File: src/rtl/wb_pkg.sv
// Shared widths, defaults and the buffered writeback entry type
// for the register-file write-port arbiter.
package wb_pkg;

    localparam int XLEN       = 32;
    localparam int REG_AW     = 5;
    localparam int FIFO_DEPTH = 2;
    localparam int NREGS      = 1 << REG_AW;

    typedef struct packed {
        logic [REG_AW-1:0] addr;
        logic [XLEN-1:0]   data;
    } wb_entry_t;

endpackage

File: src/rtl/wb_fifo.sv
// Small circular buffer holding multi-cycle results that are waiting
// for the register-file write port.
module wb_fifo #(
    parameter int W     = 37,
    parameter int DEPTH = 2
) (
    input  logic         clk_i,
    input  logic         rst_ni,
    input  logic         push_i,
    input  logic [W-1:0] push_data_i,
    input  logic         pop_i,
    output logic [W-1:0] head_o,
    output logic         full_o,
    output logic         empty_o
);

    localparam int PW = (DEPTH > 1) ? $clog2(DEPTH) : 1;
    localparam int CW = $clog2(DEPTH + 1);

    logic [W-1:0]  r_mem [DEPTH];
    logic [PW-1:0] r_wr_ptr;
    logic [PW-1:0] r_rd_ptr;
    logic [CW-1:0] r_count;

    logic          w_push;
    logic          w_pop;

    function automatic logic [PW-1:0] ptr_next(input logic [PW-1:0] p);
        return (p == PW'(DEPTH - 1)) ? '0 : p + 1'b1;
    endfunction

    assign full_o  = (r_count == CW'(DEPTH));
    assign empty_o = (r_count == '0);
    assign head_o  = r_mem[r_rd_ptr];

    // Guards keep the pointers sane even if a caller misbehaves.
    assign w_push  = push_i & ~full_o;
    assign w_pop   = pop_i & ~empty_o;

    always_ff @(posedge clk_i) begin
        if (w_push) begin
            r_mem[r_wr_ptr] <= push_data_i;
        end
    end

    always_ff @(posedge clk_i or negedge rst_ni) begin
        if (!rst_ni) begin
            r_wr_ptr <= '0;
            r_rd_ptr <= '0;
            r_count  <= '0;
        end else begin
            if (w_push) begin
                r_wr_ptr <= ptr_next(r_wr_ptr);
            end
            if (w_pop) begin
                r_rd_ptr <= ptr_next(r_rd_ptr);
            end
            case ({w_push, w_pop})
                2'b10:   r_count <= r_count + 1'b1;
                2'b01:   r_count <= r_count - 1'b1;
                default: r_count <= r_count;
            endcase
        end
    end

endmodule

File: src/rtl/wb_arbiter.sv
// Arbitrates the single register-file write port between the pipeline
// and buffered multi-cycle results; tracks pending multi-cycle writes.
module wb_arbiter #(
    parameter int XLEN       = wb_pkg::XLEN,
    parameter int FIFO_DEPTH = wb_pkg::FIFO_DEPTH
) (
    input  logic                      clk_i,
    input  logic                      rst_ni,
    input  logic                      pipe_wren,
    input  logic [wb_pkg::REG_AW-1:0] pipe_rd_addr,
    input  logic [XLEN-1:0]           pipe_rd_data,
    output logic                      pipe_stall,
    input  logic                      mc_issue,
    input  logic [wb_pkg::REG_AW-1:0] mc_issue_rd,
    input  logic                      mc_valid,
    output logic                      mc_ready,
    input  logic [wb_pkg::REG_AW-1:0] mc_rd_addr,
    input  logic [XLEN-1:0]           mc_rd_data,
    input  logic [wb_pkg::REG_AW-1:0] rs1_addr,
    input  logic [wb_pkg::REG_AW-1:0] rs2_addr,
    output logic                      busy_rs1,
    output logic                      busy_rs2,
    output logic                      rd_wren,
    output logic [wb_pkg::REG_AW-1:0] rd_addr,
    output logic [XLEN-1:0]           rd_data
);

    import wb_pkg::*;

    localparam int EW = REG_AW + XLEN;

    logic [EW-1:0]     w_head;
    logic [REG_AW-1:0] w_head_addr;
    logic [XLEN-1:0]   w_head_data;
    logic              w_full;
    logic              w_empty;
    logic              w_pipe_ok;
    logic              w_pop;
    logic              w_sel_pipe;
    logic              w_push;
    logic [NREGS-1:0]  w_busy_nxt;

    logic [NREGS-1:0]  r_busy;
    logic              r_rd_wren;
    logic [REG_AW-1:0] r_rd_addr;
    logic [XLEN-1:0]   r_rd_data;

    wb_fifo #(
        .W     (EW),
        .DEPTH (FIFO_DEPTH)
    ) u_fifo (
        .clk_i       (clk_i),
        .rst_ni      (rst_ni),
        .push_i      (w_push),
        .push_data_i ({mc_rd_addr, mc_rd_data}),
        .pop_i       (w_pop),
        .head_o      (w_head),
        .full_o      (w_full),
        .empty_o     (w_empty)
    );

    assign w_head_addr = w_head[EW-1 -: REG_AW];
    assign w_head_data = w_head[XLEN-1:0];

    // A full buffer always wins so the multi-cycle unit can make progress.
    assign w_pipe_ok  = pipe_wren && (pipe_rd_addr != '0);
    assign w_pop      = w_full || (!w_pipe_ok && !w_empty);
    assign w_sel_pipe = !w_full && w_pipe_ok;

    assign mc_ready   = !w_full;
    assign pipe_stall = w_full;
    assign w_push     = mc_valid && !w_full && (mc_rd_addr != '0);

    // Clear before set: a re-issue in the pop cycle keeps the bit pending.
    always_comb begin
        w_busy_nxt = r_busy;
        if (w_pop) begin
            w_busy_nxt[w_head_addr] = 1'b0;
        end
        if (mc_issue && (mc_issue_rd != '0)) begin
            w_busy_nxt[mc_issue_rd] = 1'b1;
        end
        w_busy_nxt[0] = 1'b0;
    end

    always_ff @(posedge clk_i or negedge rst_ni) begin
        if (!rst_ni) begin
            r_busy    <= '0;
            r_rd_wren <= 1'b0;
            r_rd_addr <= '0;
            r_rd_data <= '0;
        end else begin
            r_busy <= w_busy_nxt;
            if (w_pop) begin
                r_rd_wren <= 1'b1;
                r_rd_addr <= w_head_addr;
                r_rd_data <= w_head_data;
            end else if (w_sel_pipe) begin
                r_rd_wren <= 1'b1;
                r_rd_addr <= pipe_rd_addr;
                r_rd_data <= pipe_rd_data;
            end else begin
                r_rd_wren <= 1'b0;
            end
        end
    end

    assign busy_rs1 = r_busy[rs1_addr];
    assign busy_rs2 = r_busy[rs2_addr];

    assign rd_wren  = r_rd_wren;
    assign rd_addr  = r_rd_addr;
    assign rd_data  = r_rd_data;

endmodule

File: config.mk
export PLATFORM = sky130hd
export DESIGN_NAME = wb_arbiter
export DESIGN_NICKNAME = d
export VERILOG_FILES = /design/src/rtl/wb_pkg.sv /design/src/rtl/wb_fifo.sv /design/src/rtl/wb_arbiter.sv
export SDC_FILE = /design/constraint.sdc
export NUM_CORES = 1
export LEC_CHECK = 0
export CORE_ASPECT_RATIO = 0.75
export CORE_MARGIN = 2
export CORE_UTILIZATION = 47
export DETAILED_ROUTE_END_ITERATION = 10
export GPL_TIMING_DRIVEN = 0
export HOLD_SLACK_MARGIN = 0.08
export PLACE_DENSITY_LB_ADDON = 0.12
export RECOVER_POWER = 25
export SLEW_MARGIN = 20
export SYNTH_ARGS = -nofsm -noshare
export SYNTH_HDL_FRONTEND = slang
export SYNTH_HIERARCHICAL = 1
export SYNTH_SLANG_ARGS = --single-unit
File: constraint.sdc
create_clock -name clk_i -period 3.4 [get_ports clk_i]
set_input_delay 0.68 -clock clk_i [delete_from_list [all_inputs] [get_ports clk_i]]
set_output_delay 0.68 -clock clk_i [all_outputs]
set_load 0.03 [all_outputs]
# ---- Word-level counts from Yosys, hierarchy flattened
# Memory sizes are Yosys's and may differ from the RTL's.
# Cells that the tools add are included.
dict set report word_totals {
  reg_bits 73
  mem_count 1
  out_inout_bits 42
  inputBits 94
  mem_bits_rw 74
  elab_cells 67
}
# name words width read_ports rd_clocked_by_memory_dff wr line
set memory_table {}
lappend memory_table {u_fifo.r_mem 2 37 1 0 1 wb_fifo.sv:20} ;# logic [W-1:0] r_mem [DEPTH];
dict set report classes {
  n_reduce_logical 18
  n_mux 21
  n_bitwise 7
  n_addsub 4
  magnitude_cmp 6
  eq_ne 3
}
# operator n
set ops {}
lappend ops {{32-bit two-way mux} 4}
lappend ops {{32-bit AND} 1}
lappend ops {{32-bit NOT} 1}
lappend ops {{32-bit OR} 1}
lappend ops {{5-bit by 6-bit < comparator with 1-bit output, second input constant} 4}
lappend ops {{5-bit nonzero test} 3}
lappend ops {{1-bit binary-select mux with 5-bit select} 2}
lappend ops {{1-bit demux with 5-bit select} 2}
lappend ops {{5-bit by 1-bit greater-or-equal comparator with 1-bit output, second input constant} 2}
lappend ops {{1-bit two-way mux} 10}
lappend ops {{5-bit two-way mux} 2}
lappend ops {{1-bit logical AND} 8}
lappend ops {{2-bit equality test, second input constant} 2}
lappend ops {{2-bit one-hot mux with 2 select lines} 1}
lappend ops {{2-bit nonzero test} 2}
lappend ops {{1-bit logical NOT} 3}
lappend ops {{1-bit adder, second input constant} 2}
lappend ops {{2-bit by 1-bit adder with 2-bit output, second input constant} 1}
lappend ops {{1-bit AND} 2}
lappend ops {{2-bit by 1-bit equality test with 1-bit output, second input constant} 1}
lappend ops {{2-bit logical NOT} 1}
lappend ops {{1-bit NOT} 2}
lappend ops {{2-bit by 1-bit subtractor with 2-bit output, second input constant} 1}
lappend ops {{1-bit logical OR} 1}

# ---- Logic depth before layout (Yosys ltp)
# An unclocked memory read counts as a cell.
dict set report depth {
  depth_word 10
  mapped_depth 11
  mapped_depth_nobuf 9
}

# ---- Cells and area by module
# The synthesis kept the hierarchy.
# mod area_each_um2 n_inst seq_area_each_um2 cells_per_inst
set by_module_without_submodules {}
lappend by_module_without_submodules {wb_arbiter 4147.7 1 1726.7 455}
lappend by_module_without_submodules {wb_fifo 2949.1 1 2322.2 133}

# ---- Worst setup path before layout
# Ideal clock, no wire load.
dict set report synth_path {
  path_type {reg2reg}
  from {register u_fifo.r_count[0]}
  to {memory u_fifo.r_mem[0][0], enable pin}
  t_arrival_ns 3.461
  t_required_ns 2.969
  setup_slack_ns -0.492
  period_less_slack_ns 3.892
  stages_incl_launch_ff 9
  n_path_buf 2
  setup_ns 0.431
  cell_sequence {dfrtp_1 -> nand2b_1 -> inv_1 -> clkbuf_1 -> clkinv_1 -> clkbuf_1 -> o311a_1 -> nand2_1 -> nor2_1}
}
dict set report synth_via {
  elab_chain_cells 7
  elab_cells_between_ends 8
  classes_between {eq/ne: 1; mux: 2; bitwise: 2; reduce/logical: 3}
}
# item line
set synth_lines {}
lappend synth_lines {{start, declared} wb_fifo.sv:23} ;# logic [CW-1:0] r_count;
lappend synth_lines {{start signal, assigned} wb_fifo.sv:59} ;# 2'b10: r_count <= r_count + 1'b1;
lappend synth_lines {{start signal, assigned} wb_fifo.sv:60} ;# 2'b01: r_count <= r_count - 1'b1;
lappend synth_lines {{start signal, assigned} wb_fifo.sv:61} ;# default: r_count <= r_count;
lappend synth_lines {{2-bit equality test} wb_fifo.sv:32} ;# assign full_o = (r_count == CW'(DEPTH));
lappend synth_lines {{named net pipe_stall} wb_arbiter.sv:12} ;# output logic pipe_stall,
lappend synth_lines {{1-bit logical NOT} --}
lappend synth_lines {{named net mc_ready} wb_arbiter.sv:16} ;# output logic mc_ready,
lappend synth_lines {{1-bit logical AND (2 in series)} wb_arbiter.sv:72} ;# assign w_push = mc_valid && !w_full && (mc_rd_addr != '0);
lappend synth_lines {{named net w_push} wb_arbiter.sv:40} ;# logic w_push;
lappend synth_lines {{1-bit AND} wb_fifo.sv:37} ;# assign w_push = push_i & ~full_o;
lappend synth_lines {{1-bit two-way mux} wb_fifo.sv:41} ;# if (w_push) begin
lappend synth_lines {{1-bit two-way mux (implied by the code)} wb_fifo.sv:42} ;# r_mem[r_wr_ptr] <= push_data_i;
lappend synth_lines {{end, declared} wb_fifo.sv:20}
# The timed path passes the listed nets, and every way through them passes these cells.

# ---- Final worst setup path
dict set report layout_path {
  from {input port rs1_addr[0] (netlist name)}
  to {output port busy_rs1}
}
dict set report layout_via {
  elab_chain_cells 2
}
# item line
set layout_lines {}
lappend layout_lines {{start, declared} wb_arbiter.sv:19} ;# input logic [wb_pkg::REG_AW-1:0] rs1_addr,
lappend layout_lines {{1-bit binary-select mux with 5-bit select} wb_arbiter.sv:108} ;# assign busy_rs1 = r_busy[rs1_addr];
lappend layout_lines {{1-bit two-way mux (implied by the code)} wb_arbiter.sv:108}
lappend layout_lines {{end, declared} wb_arbiter.sv:21} ;# output logic busy_rs1,
# Every way passes these cells. The select of a mux whose other input is x is not followed.

==> results.json <==
{
  "syn_inst": 588,
  "clock_sinks": 147,
  "crit_type": "primary input to primary output",
  "synth_most_common_cell": "edfxtp_1",
  "worstSetupStartpointType": "primary input",
  "wl_per_cell_um": 20.5,
  "final_area_mm2": 0.00928,
  "finalSetupViolCount": 0,
  "dieArea_mm2": 0.0161,
  "die_h_um": 110,
  "r2r-start": "u_fifo/r_count[0]",
  "cts_root_buffer": "clkbuf_16",
  "clk_pin_slew_worst_paths_ns": 0.06,
  "cts_hold_buffers": 0,
  "ys_seq_elements": 147,
  "p_leak_nw": 3.58,
  "synthTopCellsByCount": "edfxtp_1 (74), dfrtp_1 (73), nor2_1 (68)",
  "num_rows": 38,
  "core_area_mm2": 0.0146,
  "cts_tree": "yes",
  "crit_slowest_cell": "mux4_1",
  "intPower_mw": 5.27,
  "cts_buffer_depth": 2,
  "path_cells": "buf_6 -> mux4_1 -> and4b_1 -> or4_1 -> dlygate4sd2_1",
  "wl_met3_um": 1850,
  "gp_congestion": 0.873,
  "rsz0062_at_grt": "no",
  "cp.buffers_inverters": 2,
  "io_buffers": 129,
  "worst_hold_path_type": "flop to flop",
  "arrival_ns": 2.57,
  "final_cells": 950,
  "grt_overflow": 0,
  "async_flop_share_pct": 49.7,
  "ant_nets": 0,
  "fin_hold_ws_ns": 0.514,
  "cap_violations": 1,
  "netlist.area_leader.share_pct": 31.3,
  "synth_fp_nets": 683,
  "yosysWarnings": 6,
  "yosysUniqueCellTypes": 55,
  "fin_skew_ns": 0.00748,
  "finalCriticalPeriod_ns": 3.25,
  "grt_use_total_pct": 24.8,
  "post-route-util_pct": 63.6,
  "drc": 0,
  "hp-start": "u_fifo/r_count[1]",
  "insertion_delay_ns": 0.42,
  "yosys.area.top_type": "edfxtp_1",
  "netSwitchingPower_mw": 3.15,
  "diodes": 0,
  "setup_slack_ns": 0.149,
  "grt_pass1_wl_um": 30700,
  "run_status": "finished with violations",
  "cellPowerDensity_mw_per_mm2": 908,
  "chipWidth_um": 146,
  "slowest_delay_ns": 0.65,
  "clkPwrFrac_pct": 22.4,
  "cp-startpoint": "rs1_addr[0]",
  "place_ws_ns": -0.0741,
  "min_period_over_period_pct": 95.6,
  "grt_pass1_vias": 5479,
  "firstDrtPassIters": 5,
  "fmaxAchievable_ghz": 0.308,
  "routed.top_layer": "met4",
  "dp.cells": 920,
  "comb_power_share_pct": 42.8,
  "synth_area_mm2": 0.00710,
  "worst-slew-pin-transition_ns": 2.00,
  "relSlewSlack_pct": -33.0,
  "worstPathMaxFanout": 8,
  "nets": 833,
  "start_util_pct": 48.6,
  "ios": 136,
  "viasPerCell": 5.88,
  "worst_ep_required_time_ns": 2.72,
  "endpoint_kind": "primary output",
  "yosys-top-cells-area": "edfxtp_1 (31%), dfrtp_1 (26%), mux2_4 (4.2%), o221ai_1 (3.8%), nor2_1 (3.6%)",
  "met1_length_um": 8730,
  "drt_iter0_drc": 516,
  "pwr-share-seq_pct": 34.7,
  "avgSynthCellArea_um2": 12.1,
  "synthToLayoutAreaGrowth_pct": 30.7,
  "p_sw_share_pct": 37.4,
  "slew_violations": 34,
  "htreeDepth": 4,
  "path_delay_family": "simple AND/OR/NAND/NOR gates",
  "yosysSeqAreaShare_pct": 57.1,
  "drive_gt1_share_pct": 14.7,
  "dp_hpwl_um": 14100,
  "hold_viol_final": 0,
  "met2_length_um": 8500,
  "vias": 5583,
  "grt_max_degree": 42,
  "failed_checks": "max-capacitance violations, max-slew violations",
  "cts_buffers": 17,
  "synth-edff-count": 74,
  "setup_tns_ns": 0,
  "antenna_found_initial": 0,
  "finalPower_mw": 8.42,
  "place_area_mm2": 0.00870,
  "vdd_ir_drop_max_mv": 0.502,
  "yosys_most_used_dff": "edfxtp_1",
  "wirelength_um": 19500
}
path summary, 6_finish.rpt:
kind	to	slack, ns	depth (start not counted)
worst max-delay path	busy_rs1	0.15	5
worst min-delay path	u_fifo/r_count[1]	0.51	1
worst max register to register	u_fifo/r_mem[0][28]	0.43	8
worst min register to register	u_fifo/r_count[1]	0.51	1
max in group asynchronous	rd_data[5]	0.61	2
min in group asynchronous	r_busy[13]	0.83	1
state kept, by name, summed over array words and instances, names as in the netlist:
signal / cells
rd_wren: 1
rd_data: 32
u_fifo/r_wr_ptr: 1
u_fifo/r_rd_ptr: 1
rd_addr: 5
u_fifo/r_mem: 74
u_fifo/r_count: 2
r_busy: 31
per-layer routing:
layer / vias up / track usage, %
li1: 2519 / -
met1: 2745 / 37.5
met2: 290 / 35.0
met3: 29 / 5.99
met4: 0 / 8.30
met5: - / 0
cell type report:
type | count | area, µm²
fill | 1156 | 5320
sequential | 147 | 4050
multi-input combinational | 357 | 2670
timing repair buffer | 132 | 1330
clock buffer | 20 | 467
tap | 200 | 250
buffer | 45 | 243
inverter | 38 | 143
clock inverter | 11 | 134
logic make-up after synthesis:
logic type | Yosys count | share of synthesized area, %
XOR/XNOR | 5 | 0.617
adder cells (fa/ha/maj) | 1 | 0.176
AO/OA/AOI/OAI | 82 | 8.50
buffers and inverters | 84 | 5.48
multiplexers | 53 | 12.0
flip-flops | 147 | 57.1
AND/OR/NAND/NOR | 216 | 16.2
power by group through the flow:
| stage | Clock, mW | Sequential (mW) | Combinational (mW) |
|---|---|---|---|
| 3_3_place_gp | 0 | 2.92 | 3.50 |
| 6_report | 1.89 | 2.93 | 3.61 |
| 2_1_floorplan | 0 | 3.30 | 1.86 |
| 5_1_grt | 1.99 | 2.99 | 3.86 |
| 3_5_place_dp | 0 | 2.95 | 3.61 |
| 4_1_cts | 1.92 | 2.92 | 3.60 |
cell usage in the layout, fill, tap and decap left out, types with 4 or more instances in the layout:
cell type	n
clkbuf_16	17
inv_1	36
dfrtp_1	73
nand2b_1	4
nor3b_1	8
mux2_2	19
dlygate4sd3_1	12
nand4_1	36
nand4b_1	5
a21oi_1	24
nand2_1	38
a31oi_1	11
nor3_1	16
and2b_2	4
buf_6	8
mux2_4	20
clkbuf_1	27
edfxtp_1	74
mux4_2	8
nor2_1	67
clkinv_1	4
buf_2	9
nand3b_1	5
clkdlybuf4s50_1	113
o221ai_1	31
nor4_1	7
mux4_1	6
timing repair:
action	4_1_cts	5_1_grt
gates resized for setup	3	0
buffers inserted	0	0
setup endpoints to repair	3	0
(Power assumes the default switching activity.)
